--- src/rtl/mem_port_arbiter_pkg.sv ---
// Shared types and constants for the unified memory port arbiter.
// Holds the FSM state enum, owner encoding and MEM_LAT legal range.
package mem_port_arbiter_pkg;

    typedef enum logic [1:0] {
        ARB_IDLE,
        ARB_ISSUE,
        ARB_WAIT,
        ARB_RESP
    } arb_state_t;

    typedef enum logic {
        OWN_IF = 1'b0,
        OWN_D  = 1'b1
    } owner_t;

    localparam int MEM_LAT_MIN = 1;
    localparam int MEM_LAT_MAX = 7;
    localparam int LAT_CW      = 3;

    // WAIT lasts lat-1 cycles and exits on the cycle the counter reads
    // zero, so the value loaded during ISSUE is lat-2.
    function automatic logic [LAT_CW-1:0] wait_load(input int lat);
        if (lat <= 2) return '0;
        return LAT_CW'(lat - 2);
    endfunction

endpackage

--- src/rtl/mem_port_arbiter_if.sv ---
// Bundle of fetch, data and memory-port signals around the arbiter.
// slave: arbiter side; master: pipeline + memory side.
interface mem_port_arbiter_if #(
    parameter int AW = 32,
    parameter int DW = 32
);
    logic          if_req;
    logic [AW-1:0] if_addr;
    logic [DW-1:0] if_rdata;
    logic          if_ready;
    logic          d_req;
    logic          d_we;
    logic [AW-1:0] d_addr;
    logic [DW-1:0] d_wdata;
    logic [DW-1:0] d_rdata;
    logic          d_ready;
    logic          mem_en;
    logic          mem_we;
    logic [AW-1:0] mem_addr;
    logic [DW-1:0] mem_wdata;
    logic [DW-1:0] mem_rdata;
    logic          stall_if;
    logic          stall_mem;

    modport slave (
        input  if_req, if_addr, d_req, d_we, d_addr, d_wdata, mem_rdata,
        output if_rdata, if_ready, d_rdata, d_ready,
        output mem_en, mem_we, mem_addr, mem_wdata,
        output stall_if, stall_mem
    );

    modport master (
        output if_req, if_addr, d_req, d_we, d_addr, d_wdata, mem_rdata,
        input  if_rdata, if_ready, d_rdata, d_ready,
        input  mem_en, mem_we, mem_addr, mem_wdata,
        input  stall_if, stall_mem
    );
endinterface

--- src/rtl/mem_port_arbiter_lat_counter.sv ---
// Latency down-counter: load a value, decrement to zero, flag zero.
// Ports: clk, rst, load, load_val, dec, zero.
module lat_counter
    import mem_port_arbiter_pkg::*;
#(
    parameter int W = LAT_CW
) (
    input  logic         clk,
    input  logic         rst,
    input  logic         load,
    input  logic [W-1:0] load_val,
    input  logic         dec,
    output logic         zero
);

    logic [W-1:0] cnt;

    always_ff @(posedge clk or posedge rst) begin
        if (rst) begin
            cnt <= '0;
        end else if (load) begin
            cnt <= load_val;
        end else if (dec && cnt != '0) begin
            cnt <= cnt - 1'b1;
        end
    end

    assign zero = (cnt == '0);

endmodule

--- src/rtl/mem_port_arbiter.sv ---
// Serialises IF fetches and MEM loads/stores onto one fixed-latency port.
// Ports: clk, rst, bus (mem_port_arbiter_if.slave), busy. Option: MEM_ARB_FAIR_EN.
module mem_port_arbiter
    import mem_port_arbiter_pkg::*;
#(
    parameter int AW      = 32,
    parameter int DW      = 32,
    parameter int MEM_LAT = 1
) (
    input  logic                   clk,
    input  logic                   rst,
    mem_port_arbiter_if.slave      bus,
    output logic                   busy
);

    // Out-of-range latencies are clamped to the legal window.
    localparam int LAT = (MEM_LAT < MEM_LAT_MIN) ? MEM_LAT_MIN :
                         (MEM_LAT > MEM_LAT_MAX) ? MEM_LAT_MAX : MEM_LAT;

    arb_state_t    state;
    arb_state_t    state_n;
    owner_t        owner_q;
    owner_t        grant;
    logic [AW-1:0] addr_q;
    logic [DW-1:0] wdata_q;
    logic          we_q;
    logic          start;
    logic          cnt_zero;

`ifdef MEM_ARB_FAIR_EN
    logic          last_was_data;
`endif

    // Data is older in the pipeline, so it wins a tie unless the
    // fairness flag says data had the previous grant.
    always_comb begin
        grant = OWN_IF;
        if (bus.d_req) grant = OWN_D;
`ifdef MEM_ARB_FAIR_EN
        if (bus.d_req && bus.if_req && last_was_data) grant = OWN_IF;
`endif
    end

    assign start = (state == ARB_IDLE) && (bus.if_req || bus.d_req);

    always_ff @(posedge clk or posedge rst) begin
        if (rst) begin
            state   <= ARB_IDLE;
            owner_q <= OWN_IF;
            addr_q  <= '0;
            wdata_q <= '0;
            we_q    <= 1'b0;
        end else begin
            state <= state_n;
            if (start) begin
                owner_q <= grant;
                addr_q  <= (grant == OWN_D) ? bus.d_addr : bus.if_addr;
                wdata_q <= (grant == OWN_D) ? bus.d_wdata : '0;
                we_q    <= (grant == OWN_D) && bus.d_we;
            end
        end
    end

`ifdef MEM_ARB_FAIR_EN
    always_ff @(posedge clk or posedge rst) begin
        if (rst) begin
            last_was_data <= 1'b0;
        end else if (start) begin
            last_was_data <= (grant == OWN_D);
        end
    end
`endif

    lat_counter #(.W(LAT_CW)) u_lat (
        .clk      (clk),
        .rst      (rst),
        .load     (state == ARB_ISSUE),
        .load_val (wait_load(LAT)),
        .dec      (state == ARB_WAIT),
        .zero     (cnt_zero)
    );

    always_comb begin
        state_n       = state;
        bus.mem_en    = 1'b0;
        bus.if_ready  = 1'b0;
        bus.d_ready   = 1'b0;
        unique case (state)
            ARB_IDLE: begin
                if (start) state_n = ARB_ISSUE;
            end
            ARB_ISSUE: begin
                bus.mem_en = 1'b1;
                state_n    = (LAT == 1) ? ARB_RESP : ARB_WAIT;
            end
            ARB_WAIT: begin
                if (cnt_zero) state_n = ARB_RESP;
            end
            ARB_RESP: begin
                bus.if_ready = (owner_q == OWN_IF);
                bus.d_ready  = (owner_q == OWN_D);
                state_n      = ARB_IDLE;
            end
            default: state_n = ARB_IDLE;
        endcase
    end

    assign bus.mem_addr  = addr_q;
    assign bus.mem_wdata = wdata_q;
    assign bus.mem_we    = we_q & bus.mem_en;
    assign bus.if_rdata  = bus.mem_rdata;
    assign bus.d_rdata   = bus.mem_rdata;
    assign bus.stall_if  = bus.if_req & ~bus.if_ready;
    assign bus.stall_mem = bus.d_req & ~bus.d_ready;
    assign busy          = (state != ARB_IDLE);

endmodule
--- src/flat_wrapper.sv ---
// flat-port wrapper written by rule: the top's interface ports become plain ports
module mem_port_arbiter_flat import mem_port_arbiter_pkg::*;
#(
    parameter int AW      = 32,
    parameter int DW      = 32,
    parameter int MEM_LAT = 1
)
  (clk, rst, busy, bus_if_req, bus_if_addr, bus_d_req, bus_d_we, bus_d_addr, bus_d_wdata, bus_mem_rdata, bus_if_rdata, bus_if_ready, bus_d_rdata, bus_d_ready, bus_mem_en, bus_mem_we, bus_mem_addr, bus_mem_wdata, bus_stall_if, bus_stall_mem);
  mem_port_arbiter_if #(.AW(AW), .DW(DW)) bus_i ();
  input  logic clk;
  input  logic rst;
  output logic busy;
  input wire logic [$bits(bus_i.if_req)-1:0] bus_if_req;
  input wire logic [$bits(bus_i.if_addr)-1:0] bus_if_addr;
  input wire logic [$bits(bus_i.d_req)-1:0] bus_d_req;
  input wire logic [$bits(bus_i.d_we)-1:0] bus_d_we;
  input wire logic [$bits(bus_i.d_addr)-1:0] bus_d_addr;
  input wire logic [$bits(bus_i.d_wdata)-1:0] bus_d_wdata;
  input wire logic [$bits(bus_i.mem_rdata)-1:0] bus_mem_rdata;
  output wire logic [$bits(bus_i.if_rdata)-1:0] bus_if_rdata;
  output wire logic [$bits(bus_i.if_ready)-1:0] bus_if_ready;
  output wire logic [$bits(bus_i.d_rdata)-1:0] bus_d_rdata;
  output wire logic [$bits(bus_i.d_ready)-1:0] bus_d_ready;
  output wire logic [$bits(bus_i.mem_en)-1:0] bus_mem_en;
  output wire logic [$bits(bus_i.mem_we)-1:0] bus_mem_we;
  output wire logic [$bits(bus_i.mem_addr)-1:0] bus_mem_addr;
  output wire logic [$bits(bus_i.mem_wdata)-1:0] bus_mem_wdata;
  output wire logic [$bits(bus_i.stall_if)-1:0] bus_stall_if;
  output wire logic [$bits(bus_i.stall_mem)-1:0] bus_stall_mem;
  assign bus_i.if_req = bus_if_req;
  assign bus_i.if_addr = bus_if_addr;
  assign bus_i.d_req = bus_d_req;
  assign bus_i.d_we = bus_d_we;
  assign bus_i.d_addr = bus_d_addr;
  assign bus_i.d_wdata = bus_d_wdata;
  assign bus_i.mem_rdata = bus_mem_rdata;
  assign bus_if_rdata = bus_i.if_rdata;
  assign bus_if_ready = bus_i.if_ready;
  assign bus_d_rdata = bus_i.d_rdata;
  assign bus_d_ready = bus_i.d_ready;
  assign bus_mem_en = bus_i.mem_en;
  assign bus_mem_we = bus_i.mem_we;
  assign bus_mem_addr = bus_i.mem_addr;
  assign bus_mem_wdata = bus_i.mem_wdata;
  assign bus_stall_if = bus_i.stall_if;
  assign bus_stall_mem = bus_i.stall_mem;
  mem_port_arbiter #(.AW(AW), .DW(DW), .MEM_LAT(MEM_LAT)) u_core (.clk(clk), .rst(rst), .bus(bus_i), .busy(busy));
endmodule
--- config.mk ---
export PLATFORM = sky130hd
export DESIGN_NAME = mem_port_arbiter_flat
export DESIGN_NICKNAME = d
export VERILOG_FILES = /design/src/rtl/mem_port_arbiter_pkg.sv /design/src/rtl/mem_port_arbiter_if.sv /design/src/rtl/mem_port_arbiter_lat_counter.sv /design/src/rtl/mem_port_arbiter.sv /design/src/flat_wrapper.sv
export SDC_FILE = /design/constraint.sdc
export NUM_CORES = 1
export LEC_CHECK = 0
export ABC_AREA = 1
export CELL_PAD_IN_SITES_DETAIL_PLACEMENT = 0
export CELL_PAD_IN_SITES_GLOBAL_PLACEMENT = 1
export CORE_MARGIN = 2
export CORE_UTILIZATION = 25
export DETAILED_ROUTE_END_ITERATION = 10
export HOLD_SLACK_MARGIN = 0.1
export MAX_ROUTING_LAYER = met4
export PLACE_DENSITY_LB_ADDON = 0.2
export SLEW_MARGIN = 20
export SYNTH_ARGS = -nofsm -noshare
export SYNTH_HDL_FRONTEND = slang
export SYNTH_SLANG_ARGS = --single-unit
--- constraint.sdc ---
create_clock -name clk -period 6.1 [get_ports clk]
set_input_delay 1.22 -clock clk [delete_from_list [all_inputs] [get_ports clk]]
set_output_delay 1.22 -clock clk [all_outputs]
set_load 0.01 [all_outputs]
* After elaboration in Yosys (flattened, before gate mapping) *
Index checks and enable logic that the tools add are counted.
Widths: inputs -> output; s select.

operators by class
  reduce and logical (&&, ||, !) cells = 10
  eq/ne operators = 5
  add/sub/neg operators = 1
  mux-type cells = 11
  bitwise gates (word level) = 6

operators with widths
  kind                 number
  $mux 32              2
  $pmux 2 s4           1
  $mux 3               2
  $eq 2x2->1 const B   2
  $mux 1               4
  $mux 2               2
  $ne 2x1->1 const B   2
  $reduce_bool 2->1    2
  $and 1x1->1          3
  $logic_and 1x1->1    3
  $logic_not 3->1      1
  $not 1->1            3
  $reduce_bool 3->1    1
  $sub 3x1->3 const B  1
  $eq 2x1->1 const B   1
  $logic_not 2->1      1
  $reduce_and 2->1     1
  $logic_or 1x1->1     1

storage, ports and cells
  word-level logic and storage cells = 39
  register bits after elaboration = 71
  bits of input ports = 133
  output and inout bits = 135

* Longest topological paths before layout *
Gate-level depths: netlist (run 1).

  depth in word-level cells = 4
  gate-level depth with buffers = 8
  depth with buffers taken out = 7

* By module *
From an unflattened synthesis (run 1), not the netlist that was laid out.

second synthesis, totals
  cell total of the unflattened synthesis = 510
  area, all modules = 3839.9 µm²

by module, submodules not included
  module            instances  area an instance (µm²)  cells each  seq. area each (µm²)
  mem_port_arbiter  1          3643.5                  482         1701.6
  lat_counter       1          196.4                   28          75.1

* Worst setup path before layout (run 1) *
No wires, ideal clock.

  kind = input to output
  start point = in bus_d_req
  end point = out bus_stall_mem
  path buffers = 1
  stages on the path = 3
  slack = 3.282 ns
  required time = 4.880 ns
  arrival time = 1.598 ns
  path through = inv_2 > buf_2 > nor2_1

between the ends
  cells in the longest elaborated chain, start to end = 1

RTL lines
  what             RTL line                 source
  start, declared  flat_wrapper.sv:15       input wire logic [$bits(bus_i.d_req)-1:0] bus_d_req;
  $and 1x1->1      mem_port_arbiter.sv:114  assign bus.stall_mem = bus.d_req & ~bus.d_ready;
  end, declared    flat_wrapper.sv:29       output wire logic [$bits(bus_i.stall_mem)-1:0] bus_stall_mem;

Every way passes these cells.

* Worst setup path in the final report (run 1) *
Ends and elaborated chain as after synthesis.

==> run metrics, run 1 <==
Setup CP Type in -> out; # fillers between 1,500 and 2,000; largest net degree at the start of global routing 68; most frequent cells in the layout nand2_1, clkdlybuf4s50_1, dfrtp_1; Worst-Margin Slew ~730 ps; # rows 45; sequential fraction of the synthesis area a little under half; FF-to-FF End u_core.bus.mem_addr[27]; total power 2.34 mW; Max Slew Vio Count 0; count of different cell masters after synthesis 15; die boundary height 128 um; WL/cell between 10 and 15 um; Critical Path Sink bus_stall_mem; Worst Setup SP bus_d_req; Synth warnings 0; Worst path top cell family by delay buffers and inverters; Initial Util between 20 and 30%; First-pass DRT Iterations 4; Worst R2R Path Depth 8; net count after synthesis 644; Placer Congestion 0.768; crit-path cells buf_2 -> buf_4 -> inv_2 -> nor2_1 -> clkdlybuf4s50_1; # H-tree levels 3; setup TNS 0 ps; WP depth 5; final WL about 11 mm; fmax 0.232 GHz; Period minus WS final around 4300 ps; first-pass GRT wire length 17.4 mm; full die area about 16,000 sq um; Die W roughly 130 um; final period utilization a little over two thirds; FF-to-FF Start u_core.state[0]; CP startpoint kind input port; placed insts between 700 and 800; CTS tree built; Post-CTS Setup Bufs 0; synthesized flop and latch total 71; initial antenna violation count 0; GRT Util Overall 14.1%; Longest Clk Path Bufs 2; Final Setup Violations 0; # nets final roughly 740; number of max-cap violations 0; status complete, no violations; vias post-DR roughly 3,300; I/O pin count between 200 and 300; Crit path buffers/inverters 4; CTS Buf Count 9; post_cts resized 0; post-synth top area cell dfrtp_1; Non-Filler Instances a little under 800; Clock Skew 8.56 ps; syn avg cell area 7.58 sq um; post-route ant nets 0; critical path arrival 3090 ps; drt initial violations 116; FF-to-FF setup slack between 3000 and 4000 ps; cell with the largest stage delay on the worst path buf_4; via-per-instance ratio about 4.2; grt ovf 0; cts hold-fix bufs 0; commonest non-fill, non-tap cell in the layout nand2_1; core area around 15,000 sq um; Layout area overhead 43.6%; maximum net fanout on the critical path 66; synth top area cells dfrtp_1, nand2_1, buf_4, nand3_1, ha_1; clk_lat worst skew approximately 330 ps; HPWL after DPL roughly 7.5 mm; worst min path class reg -> reg; root buffer cell clkbuf_16; Final Hold Vio Count 0; Synth top area share a little under half; CTS clk-pin slew, worst paths 60 ps; n_diodes 0; layout cell share with drive strength beyond 1 under 10%; PortBufs 171; required time worst endpoint 4880 ps; crit end category output pin; RSZ-0062 raised after global routing false; synthesized area approximately 3800 sq um; Synth Instances between 500 and 600; Sink Count 71; DRC violations left 0; max incr delay on CP about 550 ps; vias in the first global route around 3,400; Slew HR between 50% and 60%; PwrDens 425 nW/um^2; VDD IR max between 0.0001 and 0.00015 V; cell leakage power roughly 2.8 nW
## how the worst min path moves through the flow
stage,cells past startpoint,start,endpoint
4_1_cts,2,u_core.bus.mem_wdata[1],u_core.bus.mem_wdata[1]
2_1_floorplan,2,u_core.we_q,u_core.we_q
6_report,2,u_core.bus.mem_wdata[30],u_core.bus.mem_wdata[30]
5_1_grt,2,u_core.bus.mem_wdata[25],u_core.bus.mem_wdata[25]
3_3_place_gp,2,u_core.bus.mem_wdata[18],u_core.bus.mem_wdata[18]
3_5_place_dp,2,u_core.bus.mem_wdata[1],u_core.bus.mem_wdata[1]
## flip-flops by register name, summed over array words and instances (netlist names)
name                  count
u_core.bus.mem_addr      32
u_core.we_q               1
u_core.state              2
u_core.owner_q            1
u_core.u_lat.cnt          3
u_core.bus.mem_wdata     32
## layer usage
metal / share of wire [%] / routed length [um] / vias to the layer above / GRT usage [%]
met2: 47 / 5050 / 120 / 23.2
met4: 2.1 / 220 / 0 / 5.88
met1: 43 / 4560 / 1517 / 16.1
met5: 0 / 0 / - / -
met3: 7.7 / 816 / 18 / 4.26
li1: - / - / 1662 / -
## where the power goes
| part | leakage [nW] | switching [mW] | internal [mW] |
|---|---|---|---|
| logic | 1.70 | 0.474 | 0.515 |
| registers | 0.902 | 0.109 | 0.668 |
| clock network | 0.156 | 0.200 | 0.369 |
## stage by stage
step                utilization [%]  area, sq um  worst slack, ps  hold slack (ps)
CTS                            36.4         5490             1760              472
global placement               34.3         5170             1790              455
finish                         36.4         5490             1790              469
global route                   36.4         5490             1640              488
floorplan                         -         3830             3080              453
detailed placement             34.3         5170             1760              457
## cell usage after synthesis, drive strengths merged
cell	instances
nand2	274
a21oi	1
buf	84
nand4	2
ha	6
inv	19
dfrtp	71
o21ai	3
clkbuf	4
nor2	3
nand3	38
## worst register-to-register path: cells and delay by family, from the launching register on
family,cells,cell delay [ps]
AOI/OAI and AO/OA,1,90
adders and majority gates,1,230
buffers and inverters,4,1430
DFF,1,400
and+or+nand+nor,2,240
## cell type report
cell class | instances | area, sq um | area share [%]
flip-flops and latches | 71 | 1780 | 32.3
repair buffers | 175 | 1740 | 31.6
multi-input cells | 327 | 1350 | 24.6
clock buffers | 11 | 243 | 4.42
well taps | 188 | 235 | 4.28
clock inverters | 5 | 81.3 | 1.48
inverters | 19 | 71.3 | 1.30
## cell families after synthesis
logic type	count (synthesis)	synth area share, %
simple gates	317	32.5
buf+inv	107	18.5
flops	71	46.4
fa+ha+maj	6	1.96
compound gates	4	0.621
No activity file was read; power rests on OpenSTA's default activity.
==> run 2: changes to the inputs <==
--- a/config.mk
+++ b/config.mk
@@ -9,7 +9,7 @@
 export CELL_PAD_IN_SITES_DETAIL_PLACEMENT = 0
 export CELL_PAD_IN_SITES_GLOBAL_PLACEMENT = 1
 export CORE_MARGIN = 2
-export CORE_UTILIZATION = 25
+export CORE_UTILIZATION = 23
 export DETAILED_ROUTE_END_ITERATION = 10
 export HOLD_SLACK_MARGIN = 0.1
 export MAX_ROUTING_LAYER = met4
==> constraint.sdc (replaced) <==
create_clock -name clk -period 4.2 [get_ports clk]
set_input_delay 0.84 -clock clk [delete_from_list [all_inputs] [get_ports clk]]
set_output_delay 0.84 -clock clk [all_outputs]
set_load 0.01 [all_outputs]
==> run 2 against run 1 <==
Compared with the run above: via count decreased by 1.3%; cell area grew 0.91%; register-to-register slack got worse by 1400 ps; flip-flop and latch count stayed put; hold slack worse by 2.8 ps; die area up 8.4%; count of clock-buffer cells in the layout up 2; cell count is 4.1% higher; sequential power grew 45%; critical endpoint is now bus_stall_if; largest cell class unchanged.
==> run metrics, run 2 (same netlist as run 1, synthesis figures left out) <==
critical path arrival 2090 ps (was 3090 ps); CP startpoint kind input port (unchanged); core area 16,400 sq um (was 15,100 sq um); post-route ant nets 0 (unchanged); worst min path class reg -> reg (unchanged); vias post-DR 3,275 (was 3,317); hold endpoint u_core.bus.mem_wdata[2] (was u_core.bus.mem_wdata[30]); Non-Filler Instances 829 (was 796); FF-to-FF Start u_core.state[0] (unchanged); Final Hold Vio Count 0 (unchanged); First-pass DRT Iterations 4 (unchanged); Die W 133 um (was 128 um); die boundary height 133 um (was 128 um); Period minus WS final 2930 ps; post_cts resized 0 (unchanged); required time worst endpoint 3360 ps (was 4880 ps); initial antenna violation count 0 (unchanged); most frequent cells in the layout nand2_1, clkdlybuf4s50_1, dfrtp_1 (unchanged); WL/cell 13.0 um (was 13.4 um); Clock Skew 4.77 ps (was 8.56 ps); drt initial violations 79 (was 116); full die area 17,700 sq um (was 16,300 sq um); cell with the largest stage delay on the worst path clkdlybuf4s50_1 (was buf_4); Setup CP Type in -> out (unchanged); Slew HR 46.4% (was 51.0%); setup TNS 0 ps (unchanged); maximum net fanout on the critical path 2 (was 66); Sink Count 71 (unchanged); commonest non-fill, non-tap cell in the layout nand2_1 (unchanged); grt ovf 0 (unchanged); CTS clk-pin slew, worst paths 50 ps (was 60 ps); PwrDens 613 nW/um^2 (was 425 nW/um^2); largest net degree at the start of global routing 67 (was 68); VDD IR max 0.000174 V (was 0.000133 V); vias in the first global route 3,375 (was 3,432); # fillers 1,704 (was 1,624); FF-to-FF setup slack 2180 ps (was 3600 ps); startpoint of the worst hold path u_core.bus.mem_wdata[2] (was u_core.bus.mem_wdata[30]); PortBufs 171 (unchanged); cell mode on critical path clkdlybuf4s50_1; Hold Crit Depth 2 (unchanged); HPWL after DPL 7.61 mm (was 7.47 mm); # rows 47 (was 45); # nets final 743 (was 742); Layout area overhead 44.9% (was 43.6%); I/O pin count 268 (unchanged); Longest Clk Path Bufs 2 (unchanged); DRC violations left 0 (unchanged); first-pass GRT wire length 17.3 mm (was 17.4 mm); number of max-cap violations 0 (unchanged); FF-to-FF End u_core.bus.mem_addr[15] (was u_core.bus.mem_addr[27]); cell leakage power 2.77 nW (was 2.76 nW); final period utilization between 60 and 70%; root buffer cell clkbuf_16 (unchanged); WP depth 4 (was 5); Crit path buffers/inverters 3 (was 4); final WL 10.8 mm (was 10.6 mm); Final Setup Violations 0 (unchanged); layout cell share with drive strength beyond 1 3.94% (was 3.95%); Max Slew Vio Count 0 (unchanged); Worst R2R Path Depth 7 (was 8); status complete, no violations (unchanged); GRT Util Overall 12.9% (was 14.1%); Placer Congestion 0.729 (was 0.768); # H-tree levels 3 (unchanged); RSZ-0062 raised after global routing false (unchanged); via-per-instance ratio 3.95 (was 4.17); Post-CTS Setup Bufs 0 (unchanged); CTS tree built (unchanged); Worst path top cell family by delay buffers and inverters (unchanged); placed insts 813 (was 780); Worst-Margin Slew 803 ps (was 735 ps); crit end category output pin (unchanged); crit-path cells clkdlybuf4s50_1 -> inv_1 -> nor2_1 -> clkdlybuf4s50_1 (was buf_2 -> buf_4 -> inv_2 -> nor2_1 -> clkdlybuf4s50_1); fmax approximately 0.34 GHz; CTS Buf Count 9 (unchanged); Initial Util 23.3% (was 25.4%); clk_lat worst skew 330 ps (about the same); n_diodes 0 (unchanged); cts hold-fix bufs 0 (unchanged); max incr delay on CP 540 ps (was 550 ps)
[run 2: power by group]
| part | internal, mW | switching, mW | total, mW |
|---|---|---|---|
| sequential | 0.971 | 0.157 | 1.13 |
| clock | 0.552 | 0.281 | 0.833 |
| combinational | 0.748 | 0.688 | 1.44 |
[run 2: layer usage]
metal | vias to the layer above | routed length (um) | share of wire (%) | track usage (%)
met5 | - | 0 | 0 | -
met4 | 0 | 317 | 2.9 | 6.51
met3 | 35 | 598 | 5.5 | 2.80
met2 | 106 | 5360 | 50 | 21.7
met1 | 1472 | 4510 | 42 | 14.4
li1 | 1662 | - | - | -
[run 2: area by class of cell]
type / instances / area [sq um] / area share [%]
inverters: 19 / 72.6 / 1.31
clock buffers: 13 / 260 / 4.70
flip-flops and latches: 71 / 1780 / 32.1
repair buffers: 176 / 1740 / 31.5
clock inverters: 3 / 65.1 / 1.17
well taps: 220 / 275 / 4.97
multi-input cells: 327 / 1350 / 24.3
[run 2: worst max path at each step]
stage	slack (ps)	from	end
global route	1250	bus_if_req	bus_stall_if
CTS	1270	bus_if_req	bus_stall_if
detailed placement	1280	bus_if_req	bus_stall_if
floorplan	1560	rst	u_core.bus.mem_addr[0]
finish	1270	bus_if_req	bus_stall_if
global placement	1290	bus_if_req	bus_stall_if
[run 2: worst reg2reg max path, cell delays in order, from the launching register on]
cell and delay (ps):
dfrtp_1 400, inv_1 80, ha_1 240, buf_4 270
o21ai_4 110, buf_4 570, nand2_1 180, nand2_1 100
[run 2: through the flow]
stage | utilization [%] | worst slack [ps] | cell area, sq um | hold WS (ps) | power (mW)
global placement | 31.8 | 1290 | 5220 | 452 | 2.60
floorplan | - | 1560 | 3830 | 453 | 1.85
detailed placement | 31.8 | 1280 | 5220 | 458 | 2.62
global route | 33.8 | 1250 | 5540 | 490 | 3.66
CTS | 33.8 | 1270 | 5540 | 472 | 3.48
finish | 33.8 | 1270 | 5540 | 466 | 3.40
==> run 3: changes to the inputs <==
--- a/config.mk
+++ b/config.mk
@@ -9,7 +9,7 @@
 export CELL_PAD_IN_SITES_DETAIL_PLACEMENT = 0
 export CELL_PAD_IN_SITES_GLOBAL_PLACEMENT = 1
 export CORE_MARGIN = 2
-export CORE_UTILIZATION = 23
+export CORE_UTILIZATION = 21
 export DETAILED_ROUTE_END_ITERATION = 10
 export HOLD_SLACK_MARGIN = 0.1
 export MAX_ROUTING_LAYER = met4
==> constraint.sdc (replaced) <==
create_clock -name clk -period 2.6 [get_ports clk]
set_input_delay 0.52 -clock clk [delete_from_list [all_inputs] [get_ports clk]]
set_output_delay 0.52 -clock clk [all_outputs]
set_load 0.01 [all_outputs]
==> run 3 against run 2 <==
Compared with the run above: sequential power is 61% higher; largest power group unchanged; count of clock-buffer cells in the layout stayed put; clock skew is 1.4 ps higher; combinational power is 63% higher; first-iteration DRC count is 44% higher; largest cell class is now non-clock buffers; register-to-register slack worse by 1500 ps; critical path depth stayed put; clock power is 36% higher; flip-flop and latch count stayed put; core utilization is 2.9 points lower.
==> run metrics, run 3 (same netlist as run 1, synthesis figures left out) <==
final period utilization between 80% and 90%; max incr delay on CP 540 ps (about the same); final worst slack 300 ps (was 1270 ps); Longest Clk Path Bufs 2 (unchanged); crit-path cells clkdlybuf4s50_1 -> inv_1 -> nor2_1 -> clkdlybuf4s50_1 (unchanged); cell mode on critical path clkdlybuf4s50_1 (unchanged); # H-tree levels 3 (unchanged); vias post-DR 3,323 (was 3,275); First-pass DRT Iterations 4 (unchanged); n_diodes 0 (unchanged); Final Setup Violations 0 (unchanged); Util after Layout 30.9% (was 33.8%); commonest non-fill, non-tap cell in the layout nand2_1 (unchanged); Placer Congestion 0.746 (was 0.729); initial antenna violation count 0 (unchanged); final WL 11.0 mm (was 10.8 mm); fmax roughly 0.43 GHz; WL/cell 13.1 um (was 13.0 um); placed insts 824 (was 813); Period minus WS final 2300 ps; first-pass GRT wire length 17.7 mm (was 17.3 mm); post-route ant nets 0 (unchanged); # nets final 745 (was 743); # rows 49 (was 47); full die area 19,300 sq um (was 17,700 sq um); Initial Util 21.4% (was 23.3%); cts hold-fix bufs 0 (unchanged); die boundary height 139 um (was 133 um); Max Slew Vio Count 0 (unchanged); PortBufs 171 (unchanged); Final Hold Vio Count 0 (unchanged); I/O pin count 268 (unchanged); crit end category output pin (unchanged); post_cts resized 0 (unchanged); vias in the first global route 3,349 (was 3,375); layout cell share with drive strength beyond 1 3.94% (unchanged); most frequent cells in the layout nand2_1, clkdlybuf4s50_1, dfrtp_1 (unchanged); dpl cell area 5270 sq um (was 5220 sq um); core area 17,900 sq um (was 16,400 sq um); Sink Count 71 (unchanged); Slew HR 59.8% (was 46.4%); via-per-instance ratio 3.97 (was 3.95); clk_lat worst skew 340 ps (was 330 ps); VDD IR max 0.000279 V (was 0.000174 V); cell leakage power 2.76 nW (was 2.77 nW); root buffer cell clkbuf_16 (unchanged); Worst path top cell family by delay buffers and inverters (unchanged); DRC violations left 0 (unchanged); Post-CTS Setup Bufs 0 (unchanged); PwrDens 958 nW/um^2 (was 613 nW/um^2); Die W 139 um (was 133 um); status complete, no violations (unchanged); WHS 467 ps (was 466 ps); Clock Skew 6.14 ps (was 4.77 ps); largest net degree at the start of global routing 67 (unchanged); Setup CP Type in -> out (unchanged); total power 5.30 mW (was 3.40 mW); Crit path buffers/inverters 3 (unchanged); cell with the largest stage delay on the worst path clkdlybuf4s50_1 (unchanged); Worst-Margin Slew 604 ps (was 803 ps); grt ovf 0 (unchanged); setup TNS 0 ps (unchanged); HPWL after DPL 7.86 mm (was 7.61 mm); critical path arrival 1780 ps (was 2090 ps); Non-Filler Instances 838 (was 829); worst slack at placement 307 ps (was 1280 ps); number of max-cap violations 0 (unchanged); Layout area overhead 44.6% (was 44.9%); CTS tree built (unchanged); required time worst endpoint 2080 ps (was 3360 ps); worst min path class reg -> reg (unchanged); CP startpoint kind input port (unchanged); CTS clk-pin slew, worst paths 50 ps (about the same); CTS Buf Count 9 (unchanged); post-route cell area 5530 sq um (was 5540 sq um); maximum net fanout on the critical path 2 (unchanged); RSZ-0062 raised after global routing false (unchanged); drt initial violations 114 (was 79); GRT Util Overall 12.0% (was 12.9%)
[run 3: cell count changes in the layout (fill, tap and decap cells not counted)]
| cell | delta |
|---|---|
| buf_12 | +2 |
| bufinv_16 | -2 |
[run 3: report_power, final]
| part | total [mW] | switching [mW] | internal, mW |
|---|---|---|---|
| logic | 2.35 | 1.13 | 1.22 |
| clock network | 1.13 | 0.439 | 0.686 |
| registers | 1.82 | 0.255 | 1.57 |
[run 3: metal layers]
metal / vias up / wire, um / GRT usage [%]
met5: - / 0 / -
li1: 1675 / - / -
met2: 110 / 5440 / 19.3
met4: 0 / 301 / 6.17
met1: 1505 / 4650 / 14.2
met3: 33 / 623 / 2.73
[run 3: area by class of cell]
class | instances | area (sq um)
clock buffer | 13 | 260
clock inverter | 1 | 5.00
fill | 1879 | 12400
inverter | 19 | 72.6
multi-input combinational | 327 | 1350
sequential | 71 | 1780
tap | 229 | 287
timing repair buffer | 178 | 1780
[run 3: final timing paths]
check | from | end | slack, ps | depth (start not counted)
worst max-delay path | bus_if_req | bus_stall_if | 300 | 4
worst min-delay path | u_core.bus.mem_wdata[30] | u_core.bus.mem_wdata[30] | 470 | 2
worst max register to register | u_core.state[0] | u_core.bus.mem_addr[19] | 710 | 7
worst min register to register | u_core.bus.mem_wdata[30] | u_core.bus.mem_wdata[30] | 470 | 2
max in group asynchronous | rst | u_core.state[1] | 1430 | 3
min in group asynchronous | rst | u_core.bus.mem_wdata[25] | 550 | 2
[run 3: tightest hold or removal path, cell delays in order, from the launching register on]
cell and delay (ps):
dfrtp_1 340, nand2_1 50, nand2_1 50
